### config.mk
export PLATFORM = sky130hd
export DESIGN_NAME = fir_coef_loader_flat
export DESIGN_NICKNAME = d
export VERILOG_FILES = /design/src/rtl/fir_coef_loader_if.sv /design/src/rtl/fir_coef_loader.sv /design/src/flat_wrapper.sv
export SDC_FILE = /design/constraint.sdc
export NUM_CORES = 1
export LEC_CHECK = 0
export CAP_MARGIN = 20
export CORE_MARGIN = 10
export CORE_UTILIZATION = 38
export DETAILED_ROUTE_END_ITERATION = 7
export PLACE_DENSITY = 0.86
export SYNTH_ARGS = -nofsm -noshare
export SYNTH_HDL_FRONTEND = slang
export SYNTH_SLANG_ARGS = --single-unit
### constraint.sdc
create_clock -name clk -period 2.38 [get_ports clk]
set_input_delay 0.357 -clock clk [delete_from_list [all_inputs] [get_ports clk]]
set_output_delay 0.357 -clock clk [all_outputs]
set_load 0.01 [all_outputs]
### src/rtl/fir_coef_loader_if.sv
// Coefficient memory bus between the loader and its ROM/RAM.
// The master side drives ROM reads and RAM writes; the slave side returns ROM data.
interface fir_coef_loader_if #(
  parameter int AW = 7,
  parameter int DW = 16,
  parameter int BW = 2
);
  logic [AW-1:0] rom_addr;
  logic          rom_rd;
  logic [DW-1:0] rom_data;
  logic [AW-1:0] ram_addr;
  logic [BW-1:0] ram_bank;
  logic [DW-1:0] ram_wdata;
  logic          ram_we;

  modport master (
    output rom_addr, rom_rd, ram_addr, ram_bank, ram_wdata, ram_we,
    input  rom_data
  );

  modport slave (
    input  rom_addr, rom_rd, ram_addr, ram_bank, ram_wdata, ram_we,
    output rom_data
  );
endinterface

### src/rtl/fir_coef_loader.sv
// Copies len coefficients from ROM into one RAM bank, one tap every four cycles.
// Optional running checksum of written coefficients under FIR_COEF_CHECKSUM_EN.
//
// state | meaning
// IDLE  | waiting for start
// ADDR  | present ROM address k
// READ  | ROM read strobe for tap k
// WRITE | ROM data valid, write it to RAM[bank_q][k]
// NEXT  | advance k or finish
// DONE  | one-cycle completion pulse
module fir_coef_loader #(
  parameter int NTAPS = 64,
  parameter int AW    = 7,
  parameter int DW    = 16,
  parameter int BW    = 2
) (
  input  logic                clk,
  input  logic                reset,
  input  logic                start,
  input  logic                abort,
  input  logic [AW:0]         len,
  input  logic [BW-1:0]       bank_sel,
  fir_coef_loader_if.master   mem,
  output logic                busy,
  output logic                done,
  output logic [DW+AW-1:0]    checksum
);

  typedef enum logic [2:0] {
    IDLE  = 3'd0,
    ADDR  = 3'd1,
    READ  = 3'd2,
    WRITE = 3'd3,
    NEXT  = 3'd4,
    DONE  = 3'd5
  } state_t;

  state_t        state;
  logic [AW-1:0] k;
  logic [AW-1:0] len_q;
  logic [BW-1:0] bank_q;
  logic [AW-1:0] rom_addr_q;
  logic          rom_rd_q;
  logic [AW-1:0] ram_addr_q;
  logic          ram_we_q;

  always_ff @(posedge clk) begin
    if (reset) begin
      state      <= IDLE;
      k          <= '0;
      len_q      <= '0;
      bank_q     <= '0;
      rom_addr_q <= '0;
      rom_rd_q   <= 1'b0;
      ram_addr_q <= '0;
      ram_we_q   <= 1'b0;
      busy       <= 1'b0;
      done       <= 1'b0;
    end else begin
      rom_addr_q <= '0;
      rom_rd_q   <= 1'b0;
      ram_addr_q <= '0;
      ram_we_q   <= 1'b0;
      done       <= 1'b0;
      case (state)
        IDLE: begin
          if (start) begin
            busy <= 1'b1;
            if (len == '0) begin
              state <= DONE;
              done  <= 1'b1;
            end else begin
              state  <= ADDR;
              k      <= '0;
              bank_q <= bank_sel;
              len_q  <= (len > (AW+1)'(NTAPS)) ? AW'(NTAPS) : len[AW-1:0];
            end
          end
        end
        ADDR: begin
          if (abort) begin
            state <= IDLE;
            busy  <= 1'b0;
          end else begin
            state      <= READ;
            rom_addr_q <= k;
            rom_rd_q   <= 1'b1;
          end
        end
        READ: begin
          if (abort) begin
            state <= IDLE;
            busy  <= 1'b0;
          end else begin
            state      <= WRITE;
            ram_addr_q <= k;
            ram_we_q   <= 1'b1;
          end
        end
        WRITE: begin
          if (abort) begin
            state <= IDLE;
            busy  <= 1'b0;
          end else begin
            state <= NEXT;
          end
        end
        NEXT: begin
          if (abort) begin
            state <= IDLE;
            busy  <= 1'b0;
          end else if (k == len_q - AW'(1)) begin
            state <= DONE;
            done  <= 1'b1;
          end else begin
            state      <= ADDR;
            k          <= k + AW'(1);
            rom_addr_q <= k + AW'(1);
          end
        end
        DONE: begin
          state <= IDLE;
          busy  <= 1'b0;
        end
        default: begin
          state <= IDLE;
          busy  <= 1'b0;
        end
      endcase
    end
  end

  assign mem.rom_addr  = rom_addr_q;
  assign mem.rom_rd    = rom_rd_q;
  assign mem.ram_addr  = ram_addr_q;
  assign mem.ram_we    = ram_we_q;
  assign mem.ram_bank  = bank_q;
  // ROM data only arrives during WRITE, so write data is gated rather than registered
  assign mem.ram_wdata = ram_we_q ? mem.rom_data : '0;

`ifdef FIR_COEF_CHECKSUM_EN
  logic [DW+AW-1:0] csum_q;

  always_ff @(posedge clk) begin
    if (reset) begin
      csum_q <= '0;
    end else if (state == IDLE && start) begin
      csum_q <= '0;
    end else if (state == WRITE) begin
      csum_q <= csum_q + {{AW{mem.rom_data[DW-1]}}, mem.rom_data};
    end
  end

  assign checksum = csum_q;
`else
  assign checksum = '0;
`endif

endmodule

### src/flat_wrapper.sv
// flat-port wrapper written by rule: the top's interface ports become plain ports
module fir_coef_loader_flat 
#(
  parameter int NTAPS = 64,
  parameter int AW    = 7,
  parameter int DW    = 16,
  parameter int BW    = 2
)
  (clk, reset, start, abort, len, bank_sel, busy, done, checksum, mem_rom_addr, mem_rom_rd, mem_ram_addr, mem_ram_bank, mem_ram_wdata, mem_ram_we, mem_rom_data);
  fir_coef_loader_if #(.AW(AW), .DW(DW), .BW(BW)) mem_i ();
  input  logic clk;
  input  logic reset;
  input  logic start;
  input  logic abort;
  input  logic [AW:0] len;
  input  logic [BW-1:0] bank_sel;
  output logic busy;
  output logic done;
  output logic [DW+AW-1:0] checksum;
  output wire logic [$bits(mem_i.rom_addr)-1:0] mem_rom_addr;
  output wire logic [$bits(mem_i.rom_rd)-1:0] mem_rom_rd;
  output wire logic [$bits(mem_i.ram_addr)-1:0] mem_ram_addr;
  output wire logic [$bits(mem_i.ram_bank)-1:0] mem_ram_bank;
  output wire logic [$bits(mem_i.ram_wdata)-1:0] mem_ram_wdata;
  output wire logic [$bits(mem_i.ram_we)-1:0] mem_ram_we;
  input wire logic [$bits(mem_i.rom_data)-1:0] mem_rom_data;
  assign mem_rom_addr = mem_i.rom_addr;
  assign mem_rom_rd = mem_i.rom_rd;
  assign mem_ram_addr = mem_i.ram_addr;
  assign mem_ram_bank = mem_i.ram_bank;
  assign mem_ram_wdata = mem_i.ram_wdata;
  assign mem_ram_we = mem_i.ram_we;
  assign mem_i.rom_data = mem_rom_data;
  fir_coef_loader #(.NTAPS(NTAPS), .AW(AW), .DW(DW), .BW(BW)) u_core (.clk(clk), .reset(reset), .start(start), .abort(abort), .len(len), .bank_sel(bank_sel), .mem(mem_i), .busy(busy), .done(done), .checksum(checksum));
endmodule
; Word level (Yosys, flattened, before mapping)
; Cells that the tools add are included.
[op_classes]
n_addsub = 2
mul = 0
div = 0
order_cmp = 1
n_eq_ne = 10
shifts = 0
n_mux = 28
bitwise_logic = 3
n_reduce_logical = 9
[op_table]
columns = op, count
row1 = 7-bit two-way mux, 8
row2 = 7-bit one-hot mux with 2 select lines, 2
row3 = 16-bit two-way mux, 1
row4 = 3-bit two-way mux, 5
row5 = 3-bit one-hot mux with 5 select lines, 1
row6 = "8-bit by 7-bit > comparator with 1-bit output, second input constant", 1
row7 = 8-bit zero test, 1
row8 = "2-bit != test, second input constant", 4
row9 = "7-bit by 1-bit adder with 7-bit output, second input constant", 1
row10 = 7-bit equality test, 1
row11 = 1-bit two-way mux, 7
row12 = "7-bit by 1-bit subtractor with 7-bit output, second input constant", 1
row13 = "3-bit by 2-bit equality test with 1-bit output, second input constant", 2
row14 = 5-bit AND reduction, 1
row15 = 2-bit two-way mux, 2
row16 = 1-bit one-hot mux with 2 select lines, 2
row17 = 2-bit OR reduction, 2
row18 = 4-bit OR reduction, 1
row19 = "3-bit by 1-bit equality test with 1-bit output, second input constant", 1
row20 = "3-bit equality test, second input constant", 1
row21 = 3-bit zero test, 1
row22 = 1-bit inverter, 3
row23 = 3-bit AND reduction, 1
row24 = "2-bit by 1-bit != test with 1-bit output, second input constant", 1
row25 = 2 further kinds, 2
[totals]
ff_bits = 37
latch_bits = 0
mem_bits_rw = 0
mem_bits_ro = 0
input_bits = 30
memories = 0

; Logic depth before layout (Yosys ltp)
[logic_depth]
ltp_word = 5
mapped_depth = 9

; Worst setup path before layout
; No wires, ideal clock.
[synth_path]
path_kind = flip-flop to flip-flop
startpoint = register u_core.len_q[0]
endpoint = register u_core.rom_addr_q[2] (netlist: u_core.mem.rom_addr[2])
setup_time_ns = 0.122
arrival_time_ns = 2.384
slack_ns = -0.125
stages_incl_launch_ff = 10
path_cell_list = dfxtp_1 inv_1 ha_1 or3b_1 a211o_1 a311o_1 a211oi_4 buf_6 nor2_2 a221o_1
[synth_between]
elab_chain_cells = 5
[synth_lines]
columns = item, line_no
row1 = start: declaration, fir_coef_loader.sv:40  ; logic [AW-1:0] len_q;
row2 = start signal: assignment, fir_coef_loader.sv:76  ; len_q <= (len > (AW+1)'(NTAPS)) ? AW'(NTAPS) : len[AW-1:0];
row3 = 7-bit by 1-bit subtractor with 7-bit output, fir_coef_loader.sv:112  ; end else if (k == len_q - AW'(1)) begin
row4 = 7-bit equality test, fir_coef_loader.sv:112
row5 = 7-bit two-way mux, fir_coef_loader.sv:112
row6 = 7-bit two-way mux, fir_coef_loader.sv:109  ; if (abort) begin
row7 = 7-bit one-hot mux with 2 select lines, fir_coef_loader.sv:65  ; case (state)
row8 = end signal: assignment, fir_coef_loader.sv:86  ; rom_addr_q <= k;
row9 = end signal: assignment, fir_coef_loader.sv:118  ; rom_addr_q <= k + AW'(1);
row10 = end: declaration, fir_coef_loader.sv:42  ; logic [AW-1:0] rom_addr_q;
; Every way passes these cells.
; A chain may end at the register's enable or synchronous reset.

; Final worst setup path
[layout_path]
startpoint = register u_core.len_q[1]
endpoint = register u_core.k[6]
[layout_between]
elab_chain_cells = 4
[layout_lines]
columns = item, line_no
row1 = 7-bit by 1-bit subtractor with 7-bit output, fir_coef_loader.sv:112
row2 = 7-bit equality test, fir_coef_loader.sv:112
row3 = 2-bit != test (no source line), --
row4 = 5-bit AND reduction (no source line), --
row5 = end signal: assignment, fir_coef_loader.sv:117  ; k <= k + AW'(1);
row6 = end: declaration, fir_coef_loader.sv:39  ; logic [AW-1:0] k;
; Every way passes these cells.

==> implementation parameters <==
Parameter                              Value

Run
  Maxcap violations    0

Outcome
  Status    finished with violations
  Violated checks    negative setup slack

Die
  I/O pin count    89
  Placement Rows    26
  Placeable core region    0.00517 mm2
  Chip height    93.6 um
  Area of the die    0.00876 mm2
  Die boundary width    93.6 um
  Initial core utilization    39.8%

Detailed routing
  Aggregate routed wire length    5940 um
  Wire length per cell after detailed routing    14.7 um
  Count of routing violations after the opening detailed-route iteration    75
  Via-per-instance ratio    4.94
  Remaining antenna violation count after routing    0
  Router iterations before antenna repair    4
  Final routed DRC violation total    0
  Total vias in the final route    1,994

CTS
  Worst skew pair latency    290 ps
  Number of clock buffers inserted by TritonCTS    5
  Maximum level of the CTS H-tree    2
  Maximum clock path buffer count    2
  Clock tree from TritonCTS    yes
  Clock tree sinks    37
  Root buffer cell    sky130_fd_sc_hd__clkbuf_8
  Clock transition at the registers of the reported paths    70 ps

Critical path
  CP endpoint kind    register
  Number of buffers and inverters on the critical path    3
  Largest delay contributor family on the critical path    compound AO/OA/AOI/OAI gates
  Worst Path Required    2560 ps
  Crit path max-delay cell type    sky130_fd_sc_hd__or3b_1
  Startpoint type of the worst setup path    register
  Maximum fanout along the worst path    5
  Worst-case reg-to-reg path depth    10
  Largest stage delay on the critical path    340 ps
  Setup Crit Path Kind    register to register
  CP cell instances    inv_2 > ha_4 > or3b_1 > a211o_1 > a311o_1 > a211oi_4 > buf_6 > buf_16 > nor3_1 > a31o_2
  Stages on the worst setup path    10
  Arr. time, crit path    2590 ps

Worst hold path
  Number of stages on the worst hold path    2
  Hold WC Path Type    register to register

Cells and area
  Signed area change from the synthesized netlist to the final layout    46.4%
  Post-layout nets    365
  Fraction of final layout cells sized beyond drive strength 1    14.4%
  Post-route standard cell area excluding fillers    0.00302 mm2
  Diodes inserted    0
  Number of standard cells in the layout, taps in and fillers out    404

Timing
  RSZ-0062 raised after global routing    yes
  Clock Skews    5.74 ps
  Max-slew violation count    0
  Post-Route Hold Slack    470 ps
  Number of setup violations in the final report    7
  Final setup slack of the worst path    -31.3 ps
  Number of hold violations in the final report    0
  Fmax    0.415 GHz
  Min cycle time layout    2410 ps
  Period utilisation layout    101%

Yosys
  Total number of yosys warnings    0
  Share of synthesized area occupied by flip-flops and latches    36.0%
  Predominant post-synthesis flop cell    sky130_fd_sc_hd__dfxtp_1
  Count of state elements after synthesis    37
  Syn Inst Count    253
  Netlist area before placement    0.00206 mm2
  Number of library cell types mapped by synthesis    46
  Async S/R FF share, synth    0%
  Mean Syn Cell Area    8.14 um2
  Number of synthesized flops with an enable pin    0

Place
  Detailed-placement wirelength estimate    4590 um
  Global placer's final weighted congestion    0.927
  # placed instances    391
  Setup slack at placement    -35.2 ps
  Number of port buffers    65
  Post-Place Cell Area    0.00281 mm2

Global route
  Vias in the first global route    1,996
  Antenna violations before repair    0
  Combined global-route utilization of all metal layers    12.8%
  Total gr overflow    0
  First-pass GRT wire length    9310 um
  Pin count of the biggest net entering global routing    18

Power and ir drop
  Power, Total    1250 uW
  Leakage    0.00120 uW
  Pwr per Cell Area    415 mW/mm2
  Peak ir drop on the vdd network    365 uV
## layout make-up
| type | instances | area (um2) |
|---|---|---|
| timing repair buffer | 88 | 877 |
| clock inverter | 2 | 10.0 |
| tap | 70 | 87.6 |
| clock buffer | 6 | 72.6 |
| fill | 464 | 2160 |
| sequential | 37 | 743 |
| inverter | 6 | 22.5 |
| multi-input combinational | 195 | 1200 |
## placed cells by master (no fill, tap or decap), drive strengths merged, types with 5 or more instances in the layout
master / instances
a21oi: 12
and2: 24
buf: 22
clkbuf: 7
clkdlybuf4s50: 65
conb: 23
dfxtp: 37
inv: 5
nand2: 28
nand3: 9
nor2: 16
nor3: 12
nor4: 7
o21ai: 9
xnor2: 6
## power by group
part / internal, uW / switching [uW]
sequential: 630 / 12.2
clock: 203 / 221
combinational: 94.6 / 90.9
## routing by layer
| metal | global-route usage [%] | up-vias | wire (um) |
|---|---|---|---|
| li1 | - | 988 | - |
| met1 | 14.1 | 914 | 2550 |
| met2 | 22.6 | 81 | 2820 |
| met3 | 4.32 | 11 | 481 |
| met4 | 4.05 | 0 | 87 |
| met5 | 0 | - | 0 |
## through the flow
stage / util, % / setup TNS [ps]
2_1_floorplan: - / -36.3
3_3_place_gp: 54.3 / 0
3_5_place_dp: 54.3 / -49.3
4_1_cts: 56.5 / -162
5_1_grt: 58.3 / -1310
6_report: 58.3 / -111
## worst paths after layout
check | start | end | slack, ps
worst max register to register | u_core.len_q[1]$_SDFFE_PP0P_ | u_core.k[6]$_SDFFE_PP0P_ | -30
worst min register to register | u_core.mem.ram_bank[0]$_SDFFE_PP0P_ | u_core.mem.ram_bank[0]$_SDFFE_PP0P_ | 470
worst min-delay path | u_core.mem.ram_bank[0]$_SDFFE_PP0P_ | u_core.mem.ram_bank[0]$_SDFFE_PP0P_ | 470
worst max-delay path | u_core.len_q[1]$_SDFFE_PP0P_ | u_core.k[6]$_SDFFE_PP0P_ | -30
## registers in the layout (all words and copies together), names as in the netlist
signal	cells
u_core.mem.rom_rd	1
u_core.mem.ram_bank	2
u_core.mem.ram_we	1
u_core.mem.ram_addr	7
u_core.k	7
u_core.done	1
u_core.len_q	7
u_core.mem.rom_addr	7
u_core.busy	1
u_core.state	3
## cells in the mapped netlist (2+ instances only)
library cell | count | area, um2
sky130_fd_sc_hd__nor2_1 | 15 | 56.3
sky130_fd_sc_hd__clkbuf_1 | 12 | 45.0
sky130_fd_sc_hd__a211o_1 | 3 | 26.3
sky130_fd_sc_hd__o21ai_0 | 8 | 40.0
sky130_fd_sc_hd__a31o_2 | 3 | 26.3
sky130_fd_sc_hd__nand2b_1 | 4 | 25.0
sky130_fd_sc_hd__and2_1 | 24 | 150
sky130_fd_sc_hd__nand2_1 | 27 | 101
sky130_fd_sc_hd__buf_4 | 23 | 173
sky130_fd_sc_hd__nand3_1 | 9 | 45.0
sky130_fd_sc_hd__inv_1 | 5 | 18.8
sky130_fd_sc_hd__nor3_1 | 12 | 60.1
sky130_fd_sc_hd__and3_1 | 2 | 12.5
sky130_fd_sc_hd__dfxtp_1 | 37 | 741
sky130_fd_sc_hd__a311o_1 | 2 | 20.0
sky130_fd_sc_hd__a211oi_1 | 3 | 22.5
sky130_fd_sc_hd__nor4_1 | 7 | 43.8
sky130_fd_sc_hd__or4_1 | 3 | 22.5
sky130_fd_sc_hd__xor2_1 | 2 | 17.5
sky130_fd_sc_hd__nor2b_1 | 2 | 12.5
sky130_fd_sc_hd__nand3b_1 | 3 | 22.5
sky130_fd_sc_hd__a21oi_1 | 12 | 60.1
sky130_fd_sc_hd__a221o_1 | 2 | 20.0
sky130_fd_sc_hd__or3_1 | 3 | 18.8
sky130_fd_sc_hd__a21o_1 | 3 | 22.5
sky130_fd_sc_hd__xnor2_1 | 6 | 52.6
sky130_fd_sc_hd__ha_1 | 2 | 25.0
## timing repair
item / 4_1_cts / 5_1_grt
hold buffers: 0 / 0
setup buffers: 0 / 3
resized for setup: 0 / 13
cloned: 1 / 1
pin swaps: 1 / 5
endpoints found under the setup margin: 3 / 15
## cells by family (layout without fill, tap and decap cells)
family	count (synthesis)	after routing	synth area share [%]
muxes	1	1	0.486
xor gates and xnor gates	9	9	4.50
and+or+nand+nor	117	117	30.0
other	1	23	0.182
buffers and inverters	43	102	12.5
DFF	37	37	36.0
AOI/OAI and AO/OA	43	43	15.2
adders and majority gates	2	2	1.21
## worst min-delay path, stage by stage (launching register included)
cell and delay (ps):
sky130_fd_sc_hd__dfxtp_1 310, sky130_fd_sc_hd__nand2_1 60, sky130_fd_sc_hd__a21oi_1 50
(Power assumes the default switching activity.)
